==> src/rtl/lifo_stack_pkg.sv <==
// Shared types and helpers for the parametrised LIFO stack.
// LIFO_STACK_WATERMARK_EN adds the max_count high-water output.
package lifo_stack_pkg;

    typedef enum logic [1:0] {
        OP_NONE,
        OP_PUSH,
        OP_POP,
        OP_REPLACE
    } op_e;

    // Bits needed to hold 0..depth inclusive.
    function automatic int unsigned clog2_cnt(input int unsigned depth);
        int unsigned n;
        n = 0;
        while ((64'(1) << n) < (64'(depth) + 64'd1)) n = n + 1;
        return n;
    endfunction

    // Push+pop on an empty stack degrades to a plain push.
    function automatic op_e decode_op(input logic push, input logic pop,
                                      input logic empty, input logic full);
        op_e op;
        op = OP_NONE;
        if (push && pop)
            op = empty ? OP_PUSH : OP_REPLACE;
        else if (push && !full)
            op = OP_PUSH;
        else if (pop && !empty)
            op = OP_POP;
        return op;
    endfunction

endpackage

==> src/rtl/lifo_stack_if.sv <==
// Request/status bundle between a stack user (master) and lifo_stack (slave).
// max_count exists only when LIFO_STACK_WATERMARK_EN is defined.
interface lifo_stack_if #(
    parameter int unsigned WIDTH = 32,
    parameter int unsigned DEPTH = 16
);
    localparam int unsigned CW = lifo_stack_pkg::clog2_cnt(DEPTH);

    logic             push;
    logic             pop;
    logic             flush;
    logic             clr_err;
    logic [WIDTH-1:0] push_data;
    logic [WIDTH-1:0] pop_data;
    logic             pop_valid;
    logic [WIDTH-1:0] top_data;
    logic [CW-1:0]    count;
    logic             empty;
    logic             full;
    logic             overflow;
    logic             underflow;
`ifdef LIFO_STACK_WATERMARK_EN
    logic [CW-1:0]    max_count;
`endif

    modport master (
        output push, pop, flush, clr_err, push_data,
        input  pop_data, pop_valid, top_data, count, empty, full,
               overflow, underflow
`ifdef LIFO_STACK_WATERMARK_EN
        , input max_count
`endif
    );

    modport slave (
        input  push, pop, flush, clr_err, push_data,
        output pop_data, pop_valid, top_data, count, empty, full,
               overflow, underflow
`ifdef LIFO_STACK_WATERMARK_EN
        , output max_count
`endif
    );

endinterface

==> src/rtl/lifo_stack_mem.sv <==
// DEPTH x WIDTH stack storage: one synchronous write port, two
// combinational read ports, no reset on the array.
module lifo_stack_mem #(
    parameter int unsigned WIDTH = 32,
    parameter int unsigned DEPTH = 16,
    parameter int unsigned AW    = $clog2(DEPTH)
) (
    input  logic             clk,
    input  logic             we,
    input  logic [AW-1:0]    waddr,
    input  logic [WIDTH-1:0] wdata,
    input  logic [AW-1:0]    rd1_addr,
    output logic [WIDTH-1:0] rd1_data,
    input  logic [AW-1:0]    rd2_addr,
    output logic [WIDTH-1:0] rd2_data
);
    logic [WIDTH-1:0] mem [DEPTH];

    always_ff @(posedge clk) begin
        if (we) mem[waddr] <= wdata;
    end

    // Indices past DEPTH only occur for non-power-of-two depths on unused reads.
    assign rd1_data = (32'(rd1_addr) < DEPTH) ? mem[rd1_addr] : '0;
    assign rd2_data = (32'(rd2_addr) < DEPTH) ? mem[rd2_addr] : '0;

endmodule

==> src/rtl/lifo_stack.sv <==
// Parametrised LIFO stack: registered top/pop data, replace, flush, sticky errors.
// Define LIFO_STACK_WATERMARK_EN to add the max_count high-water register.
module lifo_stack
    import lifo_stack_pkg::*;
#(
    parameter int unsigned WIDTH = 32,
    parameter int unsigned DEPTH = 16
) (
    input  logic        clk,
    input  logic        rst,
    lifo_stack_if.slave bus
);
    localparam int unsigned CW = clog2_cnt(DEPTH);
    localparam int unsigned AW = $clog2(DEPTH);

    logic [CW-1:0]    count_q, count_d;
    logic [WIDTH-1:0] top_q, top_d;
    logic [WIDTH-1:0] pop_data_q, pop_data_d;
    logic             pop_valid_q, pop_valid_d;
    logic             ovf_q, ovf_d;
    logic             unf_q, unf_d;
    logic             empty_c, full_c;
    op_e              op_c;
    logic             we_c;
    logic [AW-1:0]    waddr_c;
    logic [WIDTH-1:0] rd1_c, rd2_c;

    assign empty_c = (count_q == '0);
    assign full_c  = (count_q == CW'(DEPTH));
    assign op_c    = decode_op(bus.push, bus.pop, empty_c, full_c);

    lifo_stack_mem #(.WIDTH(WIDTH), .DEPTH(DEPTH), .AW(AW)) u_mem (
        .clk      (clk),
        .we       (we_c),
        .waddr    (waddr_c),
        .wdata    (bus.push_data),
        .rd1_addr (AW'(count_q - CW'(1))),
        .rd1_data (rd1_c),
        .rd2_addr (AW'(count_q - CW'(2))),
        .rd2_data (rd2_c)
    );

    // Next-state: flush overrides push/pop; clr_err loses to a same-cycle error.
    always_comb begin
        count_d     = count_q;
        top_d       = top_q;
        pop_data_d  = pop_data_q;
        pop_valid_d = 1'b0;
        ovf_d       = ovf_q & ~bus.clr_err;
        unf_d       = unf_q & ~bus.clr_err;
        we_c        = 1'b0;
        waddr_c     = AW'(count_q);
        if (bus.flush) begin
            count_d = '0;
            top_d   = '0;
        end else begin
            if (bus.push && !bus.pop && full_c) ovf_d = 1'b1;
            if (bus.pop && empty_c)             unf_d = 1'b1;
            // rd1 (mem[count-1]) always equals top_q while the stack is non-empty.
            case (op_c)
                OP_PUSH: begin
                    we_c    = 1'b1;
                    waddr_c = AW'(count_q);
                    count_d = count_q + CW'(1);
                    top_d   = bus.push_data;
                end
                OP_POP: begin
                    count_d     = count_q - CW'(1);
                    pop_data_d  = rd1_c;
                    pop_valid_d = 1'b1;
                    top_d       = (count_q >= CW'(2)) ? rd2_c : '0;
                end
                OP_REPLACE: begin
                    we_c        = 1'b1;
                    waddr_c     = AW'(count_q - CW'(1));
                    pop_data_d  = rd1_c;
                    pop_valid_d = 1'b1;
                    top_d       = bus.push_data;
                end
                default: ;
            endcase
        end
    end

    always_ff @(posedge clk or posedge rst) begin
        if (rst) begin
            count_q     <= '0;
            top_q       <= '0;
            pop_data_q  <= '0;
            pop_valid_q <= 1'b0;
            ovf_q       <= 1'b0;
            unf_q       <= 1'b0;
        end else begin
            count_q     <= count_d;
            top_q       <= top_d;
            pop_data_q  <= pop_data_d;
            pop_valid_q <= pop_valid_d;
            ovf_q       <= ovf_d;
            unf_q       <= unf_d;
        end
    end

    assign bus.count     = count_q;
    assign bus.top_data  = top_q;
    assign bus.pop_data  = pop_data_q;
    assign bus.pop_valid = pop_valid_q;
    assign bus.empty     = empty_c;
    assign bus.full      = full_c;
    assign bus.overflow  = ovf_q;
    assign bus.underflow = unf_q;

`ifdef LIFO_STACK_WATERMARK_EN
    logic [CW-1:0] max_q;

    // High-water mark tracks count_d so it moves on the same edge as count.
    always_ff @(posedge clk or posedge rst) begin
        if (rst)                  max_q <= '0;
        else if (count_d > max_q) max_q <= count_d;
    end

    assign bus.max_count = max_q;
`endif

endmodule

==> src/flat_wrapper.sv <==
// flat-port wrapper written by rule: the top's interface ports become plain ports
module lifo_stack_flat import lifo_stack_pkg::*;
#(
    parameter int unsigned WIDTH = 32,
    parameter int unsigned DEPTH = 16
)
  (clk, rst, bus_push, bus_pop, bus_flush, bus_clr_err, bus_push_data, bus_pop_data, bus_pop_valid, bus_top_data, bus_count, bus_empty, bus_full, bus_overflow, bus_underflow);
  lifo_stack_if #(.WIDTH(WIDTH), .DEPTH(DEPTH)) bus_i ();
  input  logic clk;
  input  logic rst;
  input wire logic [$bits(bus_i.push)-1:0] bus_push;
  input wire logic [$bits(bus_i.pop)-1:0] bus_pop;
  input wire logic [$bits(bus_i.flush)-1:0] bus_flush;
  input wire logic [$bits(bus_i.clr_err)-1:0] bus_clr_err;
  input wire logic [$bits(bus_i.push_data)-1:0] bus_push_data;
  output wire logic [$bits(bus_i.pop_data)-1:0] bus_pop_data;
  output wire logic [$bits(bus_i.pop_valid)-1:0] bus_pop_valid;
  output wire logic [$bits(bus_i.top_data)-1:0] bus_top_data;
  output wire logic [$bits(bus_i.count)-1:0] bus_count;
  output wire logic [$bits(bus_i.empty)-1:0] bus_empty;
  output wire logic [$bits(bus_i.full)-1:0] bus_full;
  output wire logic [$bits(bus_i.overflow)-1:0] bus_overflow;
  output wire logic [$bits(bus_i.underflow)-1:0] bus_underflow;
  assign bus_i.push = bus_push;
  assign bus_i.pop = bus_pop;
  assign bus_i.flush = bus_flush;
  assign bus_i.clr_err = bus_clr_err;
  assign bus_i.push_data = bus_push_data;
  assign bus_pop_data = bus_i.pop_data;
  assign bus_pop_valid = bus_i.pop_valid;
  assign bus_top_data = bus_i.top_data;
  assign bus_count = bus_i.count;
  assign bus_empty = bus_i.empty;
  assign bus_full = bus_i.full;
  assign bus_overflow = bus_i.overflow;
  assign bus_underflow = bus_i.underflow;
  lifo_stack #(.WIDTH(WIDTH), .DEPTH(DEPTH)) u_core (.clk(clk), .rst(rst), .bus(bus_i));
endmodule
==> config.mk <==
export PLATFORM = sky130hd
export DESIGN_NAME = lifo_stack_flat
export DESIGN_NICKNAME = d
export VERILOG_FILES = /design/src/rtl/lifo_stack_pkg.sv /design/src/rtl/lifo_stack_if.sv /design/src/rtl/lifo_stack_mem.sv /design/src/rtl/lifo_stack.sv /design/src/flat_wrapper.sv
export SDC_FILE = /design/constraint.sdc
export NUM_CORES = 1
export LEC_CHECK = 0
export BUFFER_PORTS_ARGS = -buffer_cell sky130_fd_sc_hd__buf_2
export CAP_MARGIN = 15
export CORE_ASPECT_RATIO = 0.6
export CORE_MARGIN = 8
export CORE_UTILIZATION = 60
export DETAILED_ROUTE_END_ITERATION = 10
export PLACE_DENSITY_LB_ADDON = 0.08
export SYNTH_ARGS = -nofsm -noshare
export SYNTH_HDL_FRONTEND = slang
export SYNTH_SLANG_ARGS = --single-unit
==> constraint.sdc <==
create_clock -name clk -period 7.7 [get_ports clk]
set_clock_uncertainty 0.2 [all_clocks]
set_input_delay 0.77 -clock clk [delete_from_list [all_inputs] [get_ports clk]]
set_output_delay 0.77 -clock clk [all_outputs]
set_load 0.03 [all_outputs]
# == After elaboration in Yosys (flattened, before gate mapping) ==
# Memories as Yosys holds them, arrays and structs flattened. A register that Yosys moved wholly into a read port is not among the register bits.
# Index checks and enable logic that the tools add are counted.
# classes
n_addsub,3
n_mul,0
n_div,0
magnitude_cmp,1
eq_ne,4
shifts,0
muxes,21
n_bitwise,4
n_reduce_logical,15
# ops
op,n
two-way mux 32 bit,2
one-hot mux 32 bit (2 select lines),1
two-way mux 1 bit,10
one-hot mux 5 bit (2 select lines),1
two-way mux 2 bit,4
two-way mux 4 bit,2
logical AND 1 bit,6
nonzero test 3 bit,2
"adder 5 x 1 -> 5 bit, second input constant",1
"equality test 5 bit, second input constant",1
"greater-or-equal comparator 5 x 2 -> 1 bit, second input constant",1
zero test 5 bit,1
two-way mux 5 bit,1
"subtractor 5 x 1 -> 5 bit, second input constant",1
"equality test 2 bit, second input constant",2
OR reduction 2 bit,2
"subtractor 4 x 2 -> 4 bit, second input constant",1
zero test 1 bit,3
AND 1 bit,2
"equality test 2 x 1 -> 1 bit, second input constant",1
NOT 1 bit,2
AND reduction 2 bit,1
# totals
reg_bits,40
latch_bits,0
ramBits,512
rom_bits,0
memories,1
# mem_list
memory,words,width,rd,rd_clocked_by_memory_dff,wr,line_no,text
u_core.u_mem.mem,16,32,2,1,1,lifo_stack_mem.sv:17,logic [WIDTH-1:0] mem [DEPTH];

# == Logic depth before layout (Yosys ltp) ==
# depth
ltp_word,12
ltp_mapped,14

# == Modules after synthesis ==
# Synthesis repeated with hierarchy kept, for this count alone.
# hier_totals
hier_cells,1415
area_unflattened_um2,26753.2
# by_module_without_submodules
module,n_inst,cells_per_inst,area_per_inst_um2,seq_area_each_um2
lifo_stack_mem,1,1077,22907.0,15374.7
lifo_stack,1,338,3846.2,1801.7

# == Least setup slack after synthesis ==
# No wires, ideal clock.
# synth_timing
path_kind,register -> register
from,register u_core.count_q[0] (netlist: u_core.bus.count[0])
to,memory u_core.u_mem.mem[0][0] (enable)
setup_time_ns,0.502
arrival_time_ns,6.288
t_required_ns,6.998
path_slack_ns,0.710
path_stages_with_launch,15
path_buffers,8
period_less_slack_ns,6.990
path_cell_list,dfrtp_1 -> clkbuf_1 -> buf_2 -> buf_2 -> buf_2 -> inv_1 -> ha_1 -> clkbuf_1 -> buf_2 -> buf_2 -> buf_4 -> nand2_1 -> nor4_1 -> a31oi_1 -> nor4_1
# synth_between
elab_chain_len,12
# synth_lines
item,line_no,text
start: declaration,lifo_stack.sv:16,"logic [CW-1:0] count_q, count_d;"
start signal: assignment,lifo_stack.sv:94,count_q <= count_d;
zero test 5 bit,lifo_stack.sv:28,assign empty_c = (count_q == '0);
zero test 1 bit,lifo_stack_pkg.sv:29,else if (pop && !empty)
logical AND 1 bit,lifo_stack_pkg.sv:29,
two-way mux 2 bit,lifo_stack_pkg.sv:29,
two-way mux 2 bit,lifo_stack_pkg.sv:27,else if (push && !full)
two-way mux 2 bit,lifo_stack_pkg.sv:25,if (push && pop)
equality test 2 x 1 -> 1 bit or equality test 2 bit (tied branches),lifo_stack.sv:60,case (op_c)
OR reduction 2 bit (no source line),n/a,
two-way mux 1 bit,lifo_stack.sv:60,
two-way mux 1 bit,lifo_stack.sv:53,if (bus.flush) begin
two-way mux 1 bit,lifo_stack_mem.sv:20,if (we) mem[waddr] <= wdata;
two-way mux 1 bit (not written as such),lifo_stack_mem.sv:20,
end: declaration,lifo_stack_mem.sv:17,
# Several ways; a longest one is shown, not always the timed one.

# == Final worst setup path ==
# layout_timing
from,register u_core.count_q[1] (netlist: u_core.bus.count[1])
to,memory u_core.u_mem.mem[9][11] (enable)
# The elaborated chain is that of the path after synthesis.

==> summary.md <==
| Metric | Value |
|---|---|
| Largest net degree at the start of global routing | `152` |
| Commonest non-fill, non-tap cell in the layout | `edfxtp_1` |
| Inserted Diodes | `0` |
| CTS sink cnt | `584` |
| DP HPWL | `40.2 mm` |
| Initial Util | `0.607` |
| DRC violations left | `0` |
| Crit Path Class | `reg2reg` |
| Grt ovf | `0` |
| Core area | `0.0447 mm^2` |
| Total Wirelength | `68.6 mm` |
| Synthesized Nets | `1527` |
| Min-delay worst type | `in2reg` |
| Max incr delay on CP | `1.13 ns` |
| Number of global-route vias before repair | `15875` |
| Avg Synthesized Cell Area | `18.3 um^2` |
| CP Max Fanout | `39` |
| Synth Flop Type | `edfxtp_1` |
| GP Congestion | `0.857` |
| All-Layer GR Usage | `0.259` |
| Worst path required time | `7.75 ns` |
| Placed insts | `2106` |
| R2R Path Start | `u_core.bus.count[1]` |
| DP Area | `0.0285 mm^2` |
| CTS resizes | `0` |
| First-pass GRT wire length | `103 mm` |
| Count of state elements after synthesis | `584` |
| Root buffer cell | `clkbuf_16` |
| Power Density | `343 mW/mm^2` |
| Via-to-Cell Ratio | `7.17` |
| Non-filler cells, final | `2208` |
| Fmax | `185 MHz` |
| Run status | `complete, no violations` |
| Horiz. Die Dim | `290 um` |
| Commonest cells after routing, fill and taps aside | `edfxtp_1 (512), mux4_2 (256), nand2_1 (132)` |
| Post-DRT Antenna Nets | `0` |
| Setup TNS | `0 ns` |
| Cells along the critical path | `inv_2 > ha_1 > a21boi_1 > o211ai_1 > nand3_1 > a211oi_4 > buf_4` |
| Final #Nets | `1619` |
| Critical Path Source | `u_core.bus.count[1]` |
| Final worst path period share | `0.703` |
| Fraction of layout cells with a size suffix above 1 | `0.349` |
| Wire length per cell | `31.1 um` |
| CTS tree | `built` |
| Die Ht | `181 um` |
| Layout area overhead | `11.6%` |
| CP Data Arrival Time | `5.46 ns` |
| H-Tree Level Count | `2` |
| Synth async-reset ratio | `0.123` |
| Synth Cell Area | `0.0271 mm^2` |
| Port Buffers | `111` |
| Post-synth EDFFs | `512` |
| Fin area | `0.0303 mm^2` |
| Final Setup Violations | `0` |
| Clock Latency Late Sink | `0.58 ns` |
| Unrepaired setup endpoints after global routing | `no` |
| Via count | `15837` |
| Die area | `0.0525 mm^2` |
| Rel. slew slack | `0.207` |
| CP endpoint kind | `flop` |
| Syn Inst Count | `1482` |
| Cell variety after synth | `50` |
| Ys Warns | `0` |
| Worst Max-Slew Pin Slew | `1.19 ns` |
| Post-route minimum period | `5.41 ns` |
| Pleak | `10.4 nW` |
| Final Max Slew Viols | `0` |
| Max cap viols | `0` |
| 1st-pass router iterations | `5` |
| Count of final hold-check violations | `0` |
| Crit-path slowest cell | `a211oi_4` |
| Num CTS Buffers | `53` |
| Clk buf depth | `3` |
| Sequential fraction of the synthesis area | `0.634` |
| Crit path buf inv count | `2` |
| Reg clk slew, reported paths | `0.06 ns` |
| Initial antenna violation count | `0` |
| Iter 0 DRT Violations | `2181` |
| Worst hold start | `bus_clr_err` |
| Worst vdd ir | `0.212 mV` |
| # IOs | `112` |
| Worst path top cell family by delay | `compound AO/OA/AOI/OAI gates` |
| Setup crit start kind | `flop` |
| Floorplan row count | `60` |
==> area by class of cell <==
cell class	count	area, um^2
Tap cell	589	737
Clock inverter	33	302
Timing Repair Buffer	157	926
Clock buffer	67	1460
Fill cell	2873	14400
Sequential cell	584	17200
Inverter	11	43.8
Multi-Input combinational cell	767	9610
==> report_power, final <==
group	switching (W)	internal [W]	total [W]
Sequential	0.000182	0.00367	0.00385
Clock	0.00116	0.00151	0.00267
Combinational	0.00223	0.00163	0.00387
==> metrics by stage <==
stage	power, W	util	setup slack (ns)	hold WS [ns]
6_report	0.0104	0.677	2.29	0.242
5_1_grt	0.0108	0.677	2.17	0.217
4_1_cts	0.0104	0.677	2.38	0.220
3_5_place_dp	0.00778	0.638	2.39	0.271
3_3_place_gp	0.00774	0.638	2.52	0.263
2_1_floorplan	0.00669	-	0.710	0.458
==> final timing paths <==
kind,to,slack (ns),cells past startpoint
setup reg to reg,u_core.u_mem.mem[9][11],2.29,7
min in group asynchronous,u_core.bus.pop_data[17],0.51,3
hold reg to reg,u_core.bus.pop_data[13],0.28,1
max in group asynchronous,u_core.bus.count[0],5.39,4
setup / recovery,u_core.u_mem.mem[9][11],2.29,7
hold / removal,u_core.bus.underflow,0.24,2
==> state kept, by name (all words and copies together) (netlist names) <==
name / count
u_core.u_mem.mem: 512
u_core.bus.pop_data: 32
u_core.bus.top_data: 32
u_core.bus.count: 5
u_core.bus.overflow: 1
u_core.bus.pop_valid: 1
u_core.bus.underflow: 1
==> synth_stat cells, types with 4 or more instances <==
cell	count	area [um^2]
nand3_1	4	20.0
nor3_1	68	340
a211o_1	33	289
ha_1	7	87.6
mux2i_1	66	661
mux4_2	256	5770
a211oi_1	8	60.1
nor4_1	10	62.6
o32ai_2	30	488
and3_1	66	413
a22oi_1	34	255
nor2_1	7	26.3
dfrtp_1	72	1800
buf_1	9	33.8
buf_2	53	265
edfxtp_1	512	15400
clkbuf_1	53	199
inv_1	10	37.5
a31oi_1	4	25.0
nand2_1	132	495
==> routing by layer <==
layer  track usage  vias up  wire length (um)
met3        0.0517      135              6890
met1         0.382     8359             28100
met2         0.393      935             31500
met4        0.0795        0              2080
li1              -     6408                 -
met5             0        -                 0
==> what timing repair did <==
action | 4_1_cts | 5_1_grt
hold buffers | 1 | 0
buffers inserted | 0 | 0
endpoints found under the hold margin | 16 | 0
==> cell families (layout without fill, tap and decap cells) <==
kind of cell    Yosys count  after routing  share of synthesized area
flops                   584            584                      0.634
simple gates            298            298                     0.0532
mux                     325            325                      0.238
xor+xnor                  5              5                    0.00162
compound gates          132            132                     0.0484
buf+inv                 131            268                     0.0217
fa+ha+maj                 7              7                    0.00323
Note: power is estimated with default switching activity, not from simulation.
